<file path="config.mk">
export PLATFORM = sky130hd
export DESIGN_NAME = spram_ctrl_flat
export DESIGN_NICKNAME = d
export VERILOG_FILES = /design/src/rtl/spram_ctrl_if.sv /design/src/rtl/spram_ctrl.sv /design/src/flat_wrapper.sv
export SDC_FILE = /design/constraint.sdc
export NUM_CORES = 1
export LEC_CHECK = 0
export ABC_CLOCK_PERIOD_IN_PS = 1300
export BUFFER_PORTS_ARGS = -buffer_cell sky130_fd_sc_hd__clkbuf_2
export CAP_MARGIN = 0
export CORE_ASPECT_RATIO = 2
export CORE_MARGIN = 3
export CORE_UTILIZATION = 25
export DETAILED_ROUTE_END_ITERATION = 16
export PLACE_DENSITY = 0.52
export SYNTH_ARGS = -nofsm -noshare
export SYNTH_HDL_FRONTEND = slang
export SYNTH_SLANG_ARGS = --single-unit
</file>
<file path="constraint.sdc">
create_clock -name clk -period 1.3 [get_ports clk]
set_input_delay 0.13 -clock clk [delete_from_list [all_inputs] [get_ports clk]]
set_output_delay 0.13 -clock clk [all_outputs]
set_load 0.01 [all_outputs]
</file>
<file path="src/rtl/spram_ctrl_if.sv">
// Request/response bus of spram_ctrl: one request channel, one read-response strobe.
// The requester uses the master modport; the controller uses the slave modport.
interface spram_ctrl_if #(
  parameter int data_width = 8,
  parameter int addr_width = 4
);
  logic                  req_valid;
  logic                  req_ready;
  logic                  req_we;
  logic [addr_width-1:0] req_addr;
  logic [data_width-1:0] req_wdata;
  logic                  rsp_valid;
  logic [data_width-1:0] rsp_rdata;

  modport master (
    output req_valid, req_we, req_addr, req_wdata,
    input  req_ready, rsp_valid, rsp_rdata
  );

  modport slave (
    input  req_valid, req_we, req_addr, req_wdata,
    output req_ready, rsp_valid, rsp_rdata
  );
endinterface

</file>
<file path="src/rtl/spram_ctrl.sv">
// Single-port RAM controller: serialises reads/writes onto registered RAM pins.
// Optional memory clear sweep is built only when SPRAM_CTRL_CLEAR_EN is defined.
module spram_ctrl #(
  parameter int data_width = 8,
  parameter int addr_width = 4
) (
  input  logic                  clk,
  input  logic                  rst_n,
  spram_ctrl_if.slave           bus,
  input  logic                  clr_start,
  output logic                  clr_busy,
  output logic                  clr_done,
  output logic                  ram_we,
  output logic [addr_width-1:0] ram_addr,
  output logic [data_width-1:0] ram_data_in,
  input  logic [data_width-1:0] ram_data_out
);

`ifdef SPRAM_CTRL_CLEAR_EN
  typedef enum logic [2:0] {IDLE, WR, RD, RD_CAP, CLEAR} state_t;
`else
  typedef enum logic [1:0] {IDLE, WR, RD, RD_CAP} state_t;
`endif

  state_t                state_reg, state_next;
  logic                  ram_we_reg, ram_we_next;
  logic [addr_width-1:0] ram_addr_reg, ram_addr_next;
  logic [data_width-1:0] ram_data_in_reg, ram_data_in_next;
  logic                  rsp_valid_reg, rsp_valid_next;
  logic [data_width-1:0] rsp_rdata_reg, rsp_rdata_next;

`ifdef SPRAM_CTRL_CLEAR_EN
  // One extra bit lets the sweep end on a clean compare against 2^addr_width.
  localparam logic [addr_width:0] CLR_END = {1'b1, {addr_width{1'b0}}};

  logic                  clr_busy_reg, clr_busy_next;
  logic                  clr_done_reg, clr_done_next;
  logic [addr_width:0]   cnt_reg, cnt_next;
  logic [addr_width:0]   cnt_inc;

  assign cnt_inc       = cnt_reg + 1'b1;
  assign bus.req_ready = (state_reg == IDLE) && !clr_start;
  assign clr_busy      = clr_busy_reg;
  assign clr_done      = clr_done_reg;
`else
  logic unused_clr_start;

  assign unused_clr_start = clr_start;
  assign bus.req_ready    = (state_reg == IDLE);
  assign clr_busy         = 1'b0;
  assign clr_done         = 1'b0;
`endif

  assign ram_we        = ram_we_reg;
  assign ram_addr      = ram_addr_reg;
  assign ram_data_in   = ram_data_in_reg;
  assign bus.rsp_valid = rsp_valid_reg;
  assign bus.rsp_rdata = rsp_rdata_reg;

  always_comb begin
    state_next       = state_reg;
    ram_we_next      = 1'b0;
    ram_addr_next    = ram_addr_reg;
    ram_data_in_next = ram_data_in_reg;
    rsp_valid_next   = 1'b0;
    rsp_rdata_next   = rsp_rdata_reg;
`ifdef SPRAM_CTRL_CLEAR_EN
    clr_busy_next    = 1'b0;
    clr_done_next    = 1'b0;
    cnt_next         = cnt_reg;
`endif
    case (state_reg)
      IDLE: begin
`ifdef SPRAM_CTRL_CLEAR_EN
        if (clr_start) begin
          state_next       = CLEAR;
          ram_we_next      = 1'b1;
          ram_addr_next    = '0;
          ram_data_in_next = '0;
          clr_busy_next    = 1'b1;
          cnt_next         = '0;
        end else
`endif
        if (bus.req_valid) begin
          ram_addr_next = bus.req_addr;
          if (bus.req_we) begin
            state_next       = WR;
            ram_we_next      = 1'b1;
            ram_data_in_next = bus.req_wdata;
          end else begin
            state_next = RD;
          end
        end
      end
      WR:     state_next = IDLE;
      RD:     state_next = RD_CAP;
      // RAM read data is valid here, one edge after the address was presented.
      RD_CAP: begin
        state_next     = IDLE;
        rsp_valid_next = 1'b1;
        rsp_rdata_next = ram_data_out;
      end
`ifdef SPRAM_CTRL_CLEAR_EN
      CLEAR: begin
        if (cnt_inc == CLR_END) begin
          state_next    = IDLE;
          clr_done_next = 1'b1;
          cnt_next      = '0;
        end else begin
          ram_we_next      = 1'b1;
          ram_addr_next    = cnt_inc[addr_width-1:0];
          ram_data_in_next = '0;
          clr_busy_next    = 1'b1;
          cnt_next         = cnt_inc;
        end
      end
`endif
      default: state_next = IDLE;
    endcase
  end

  always_ff @(posedge clk or negedge rst_n) begin
    if (!rst_n) begin
      state_reg       <= IDLE;
      ram_we_reg      <= 1'b0;
      ram_addr_reg    <= '0;
      ram_data_in_reg <= '0;
      rsp_valid_reg   <= 1'b0;
      rsp_rdata_reg   <= '0;
`ifdef SPRAM_CTRL_CLEAR_EN
      clr_busy_reg    <= 1'b0;
      clr_done_reg    <= 1'b0;
      cnt_reg         <= '0;
`endif
    end else begin
      state_reg       <= state_next;
      ram_we_reg      <= ram_we_next;
      ram_addr_reg    <= ram_addr_next;
      ram_data_in_reg <= ram_data_in_next;
      rsp_valid_reg   <= rsp_valid_next;
      rsp_rdata_reg   <= rsp_rdata_next;
`ifdef SPRAM_CTRL_CLEAR_EN
      clr_busy_reg    <= clr_busy_next;
      clr_done_reg    <= clr_done_next;
      cnt_reg         <= cnt_next;
`endif
    end
  end

endmodule

</file>
<file path="src/flat_wrapper.sv">
// flat-port wrapper written by rule: the top's interface ports become plain ports
module spram_ctrl_flat 
#(
  parameter int data_width = 8,
  parameter int addr_width = 4
)
  (clk, rst_n, clr_start, clr_busy, clr_done, ram_we, ram_addr, ram_data_in, ram_data_out, bus_req_valid, bus_req_we, bus_req_addr, bus_req_wdata, bus_req_ready, bus_rsp_valid, bus_rsp_rdata);
  spram_ctrl_if #(.data_width(data_width), .addr_width(addr_width)) bus_i ();
  input  logic clk;
  input  logic rst_n;
  input  logic clr_start;
  output logic clr_busy;
  output logic clr_done;
  output logic ram_we;
  output logic [addr_width-1:0] ram_addr;
  output logic [data_width-1:0] ram_data_in;
  input  logic [data_width-1:0] ram_data_out;
  input wire logic [$bits(bus_i.req_valid)-1:0] bus_req_valid;
  input wire logic [$bits(bus_i.req_we)-1:0] bus_req_we;
  input wire logic [$bits(bus_i.req_addr)-1:0] bus_req_addr;
  input wire logic [$bits(bus_i.req_wdata)-1:0] bus_req_wdata;
  output wire logic [$bits(bus_i.req_ready)-1:0] bus_req_ready;
  output wire logic [$bits(bus_i.rsp_valid)-1:0] bus_rsp_valid;
  output wire logic [$bits(bus_i.rsp_rdata)-1:0] bus_rsp_rdata;
  assign bus_i.req_valid = bus_req_valid;
  assign bus_i.req_we = bus_req_we;
  assign bus_i.req_addr = bus_req_addr;
  assign bus_i.req_wdata = bus_req_wdata;
  assign bus_req_ready = bus_i.req_ready;
  assign bus_rsp_valid = bus_i.rsp_valid;
  assign bus_rsp_rdata = bus_i.rsp_rdata;
  spram_ctrl #(.data_width(data_width), .addr_width(addr_width)) u_core (.clk(clk), .rst_n(rst_n), .bus(bus_i), .clr_start(clr_start), .clr_busy(clr_busy), .clr_done(clr_done), .ram_we(ram_we), .ram_addr(ram_addr), .ram_data_in(ram_data_in), .ram_data_out(ram_data_out));
endmodule
</file>
Word-level counts from Yosys, hierarchy flattened

Cells that the tools add are included.

Eq/ne operators: 4
Mux-type cells: 7
Reductions and logical operators: 4

Operators by type and width:

| kind                                                | count |
|---|---|
| one-hot mux 2 bit (3 select lines)                  | 1 |
| equality test 2 bit, second input constant          | 2 |
| 2-to-1 mux 1 bit                                    | 4 |
| 2-to-1 mux 2 bit                                    | 2 |
| AND reduction 3 bit                                 | 1 |
| equality test 2 x 1 -> 1 bit, second input constant | 1 |
| zero test 2 bit                                     | 1 |
| inequality test 2 bit, second input constant        | 1 |
| AND reduction 2 bit                                 | 1 |
| OR reduction 2 bit                                  | 1 |

Register bits: 24
Input port bits: 25
Output and inout bits: 25
Logic and storage cells: 21

Longest topological paths before layout

Word-level depth: 3
Gate-level depth with buffers: 3
Depth with buffers taken out: 2

Worst setup path after synthesis

OpenSTA, ideal clock, no wires.

Path kind: register -> register
Start point: register u_core.state_reg[0]
End point: register u_core.ram_data_in_reg[0], in the netlist u_core.ram_data_in[0]
Setup time: 125 ps
Arrival time: 1192 ps
Required time: 1175 ps
Path slack: -17 ps
Stages on the path, launching flop included: 4
Buffers on the path: 1
Period minus slack after synthesis: 1317 ps
Cell sequence: dfrtp_1 nor4bb_1 buf_4 mux2_2

Longest elaborated chain between the ends: 2

RTL lines:

| item                          | RTL line          | source |
|---|---|---|
| start: declaration            | spram_ctrl.sv:25  | `state_t state_reg, state_next;` |
| start signal: assignment      | spram_ctrl.sv:136 | `state_reg <= state_next;` |
| zero test 2 bit               | spram_ctrl.sv:72  | `case (state_reg)` |
| AND reduction 3 bit (no line) | n/a               |  |
| end signal: assignment        | spram_ctrl.sv:139 | `ram_data_in_reg <= ram_data_in_next;` |
| end: declaration              | spram_ctrl.sv:28  | `logic [data_width-1:0] ram_data_in_reg, ram_data_in_next;` |

Every way passes these cells.
A chain may end at the register's enable or synchronous reset.

Worst setup path after layout

Start point: register u_core.state_reg[1]
End point: register u_core.ram_data_in_reg[7], in the netlist u_core.ram_data_in[7]

Same word-level chain as after synthesis.

==> results.toml <==
[status]
status = "finished with violations"
violations = "setup timing"

[final_layout]
finalCoreUtilization_pct = 38.4
layout_common_cells = "clkbuf_2 (45), dfrtp_1 (24), mux2_2 (17)"
area_growth_syn_to_layout_pct = 45.9
final_common_cell = "clkbuf_2"
multi_input_area_um2 = 309
diodes = 0
drive_gt1_share_pct = 69.6
register_area_um2 = 601
nFillCells = 357
fin_nets = 139

[logic_synthesis]
synth_top_family_by_area = "multiplexers"
synth_cell_types = 11
ys_ff_latch = 24
yosys.area_share.simple_pct = 4.40
synthCells = 58
synth_xor_area_share_pct = 0
synth_compound_area_share_pct = 1.10
synth-adder-area-share_pct = 0
seq_area_frac_synth_pct = 66.0
synthMuxAreaShare_pct = 24.8
netlist_area_um2 = 910
avgSynthCellArea_um2 = 15.7
yosys_warnings = 0

[route]
post_drt_wl_per_cell_um = 11.6
vias = 648
drtPass1Iterations = 2
vias_per_cell = 4.05
wl_um = 1860
route.detailed.drc = 0
ant_nets = 0
drtIter0Drc = 8

[setup_path]
critPathLaunchType = "flip-flop"
slowest_stage = "dfrtp_1"
worstSetupPathType = "flip-flop to flip-flop"
worstPathRequired_ns = 1.45
worstPathMaxFanout = 9
slowest_delay_ns = 0.39
arrival_ns = 1.50
cp_cell_sequence = "nor4bb_2, buf_4, mux2_2"
path_buf_inv = 1
critPathCaptureType = "flip-flop"
cp_top_family = "flip-flops"

[floorplan]
die_y_um = 91.3
num_rows = 30
dieArea_um2 = 4440
initial_core_util_pct = 26.3
core_um2 = 3450
pin_count = 50
chipWidth_um = 48.7

[timing]
clock_skew_ns = 0.00129
drv_slew = 0
rsz0062_at_grt = "yes"
fin_ws_ns = -0.0443
slew-limit-headroom_pct = 60.7
fin_setup_tns_ns = -0.330
hold_violations = 0
setup_viol = 11
min_period_ns = 1.34
tightest_slew_ns = 0.589
fin_crit_sh_pct = 103
maxClockFrequency_mhz = 744

[placed_design]
io_buffers = 46
place_congestion = 0.602
dp_hpwl_um = 1460

[power]
leakagePower_uw = 0.000673
power_density_nw_per_um2 = 2300
peakVddDrop_uv = 846

[run]
cap_violations = 0

[hold_path]
hp-class = "input pin to flip-flop"

[clock_network]
h-tree-depth = 1
path_clk_slew_ns = 0.08
cts_tree = "yes"
clock_sinks = 24
clk_latency_ns = 0.26
root_buffer = "clkbuf_8"
numCtsBuffers = 3
cts_buffer_depth = 2

[global_route]
grt-ovfl-total = 0
grt_pass1_vias = 768
antenna_found_initial = 0
track_usage_pct = 9.87
grt_start_max_net_pins = 25
grt_pass1_wl_um = 3420
## per-stage QoR
stage / hold slack [ns] / setup WS [ns] / instance area (um^2) / cells / total power [uW]
6_report: 0.0926 / -0.0443 / 1330 / 160 / 3050
3_5_place_dp: 0.172 / -0.0575 / 1240 / 155 / 2570
5_1_grt: 0.0840 / -0.0882 / 1330 / 160 / 3280
4_1_cts: 0.0824 / -0.0654 / 1320 / 160 / 3110
3_3_place_gp: 0.163 / -0.0356 / 1240 / 155 / 2510
2_1_floorplan: -0.166 / -0.0163 / 913 / 59 / 1950
## report_power, final
group          leakage, uW  internal, uW  switching, uW
registers         0.000287          1110            172
logic             0.000364           758            584
clock network    0.0000216           207            220
total             0.000673          2080            976
## routing by layer
layer | up-vias | share of wire [%] | GRT usage [%]
met3 | 5 | 6.4 | 1.81
met5 | - | 0 | 0
li1 | 301 | - | -
met2 | 31 | 57 | 18.6
met1 | 311 | 34 | 9.57
met4 | 0 | 2.4 | 5.70
## area by class of cell
class                   instances  share of cell area (%)
repair buffers                 53                    23.3
well taps                      48                    4.52
clock buffers                   3                    3.11
flip-flops and latches         24                    45.2
multi-input cells              30                    23.3
inverters                       2                   0.566
## timing repair
action / 4_1_cts / 5_1_grt
hold buffers: 1 / 0
pin swaps: 1 / 2
hold endpoints to repair: 24 / 0
buffers inserted: 1 / 0
resized for setup: 7 / 2
setup endpoints to repair: 13 / 13
## cell usage after synthesis
cell type | n | area [um^2]
inv_1 | 2 | 7.51
nor4bb_1 | 1 | 10.0
a21oi_1 | 2 | 10.0
dfrtp_1 | 24 | 601
nor2_1 | 2 | 7.51
nor3b_2 | 1 | 12.5
buf_4 | 3 | 22.5
nand2b_1 | 1 | 6.26
nand2_1 | 1 | 3.75
mux2_2 | 20 | 225
conb_1 | 1 | 3.75
## logic make-up after synthesis
family,count (synthesis)
buf+inv,5
flops,24
mux,20
simple gates,6
other cells,1
compound gates,2
## worst paths after layout
kind / slack, ns / to / from / depth (start not counted)
max: -0.04 / u_core.ram_data_in[7]$_DFFE_PN0P_ / u_core.state_reg[1]$_DFFE_PN0P_ / 3
min: 0.09 / u_core.bus.rsp_rdata[4]$_DFFE_PN0P_ / ram_data_out[4] / 2
max reg2reg: -0.04 / u_core.ram_data_in[7]$_DFFE_PN0P_ / u_core.state_reg[1]$_DFFE_PN0P_ / 3
min reg2reg: 0.51 / u_core.bus.rsp_rdata[6]$_DFFE_PN0P_ / u_core.bus.rsp_rdata[6]$_DFFE_PN0P_ / 1
max in group asynchronous: 0.52 / u_core.ram_data_in[2]$_DFFE_PN0P_ / rst_n / 2
min in group asynchronous: 0.40 / u_core.ram_addr[0]$_DFFE_PN0P_ / rst_n / 2
Power figures use the tool's default switching activity.
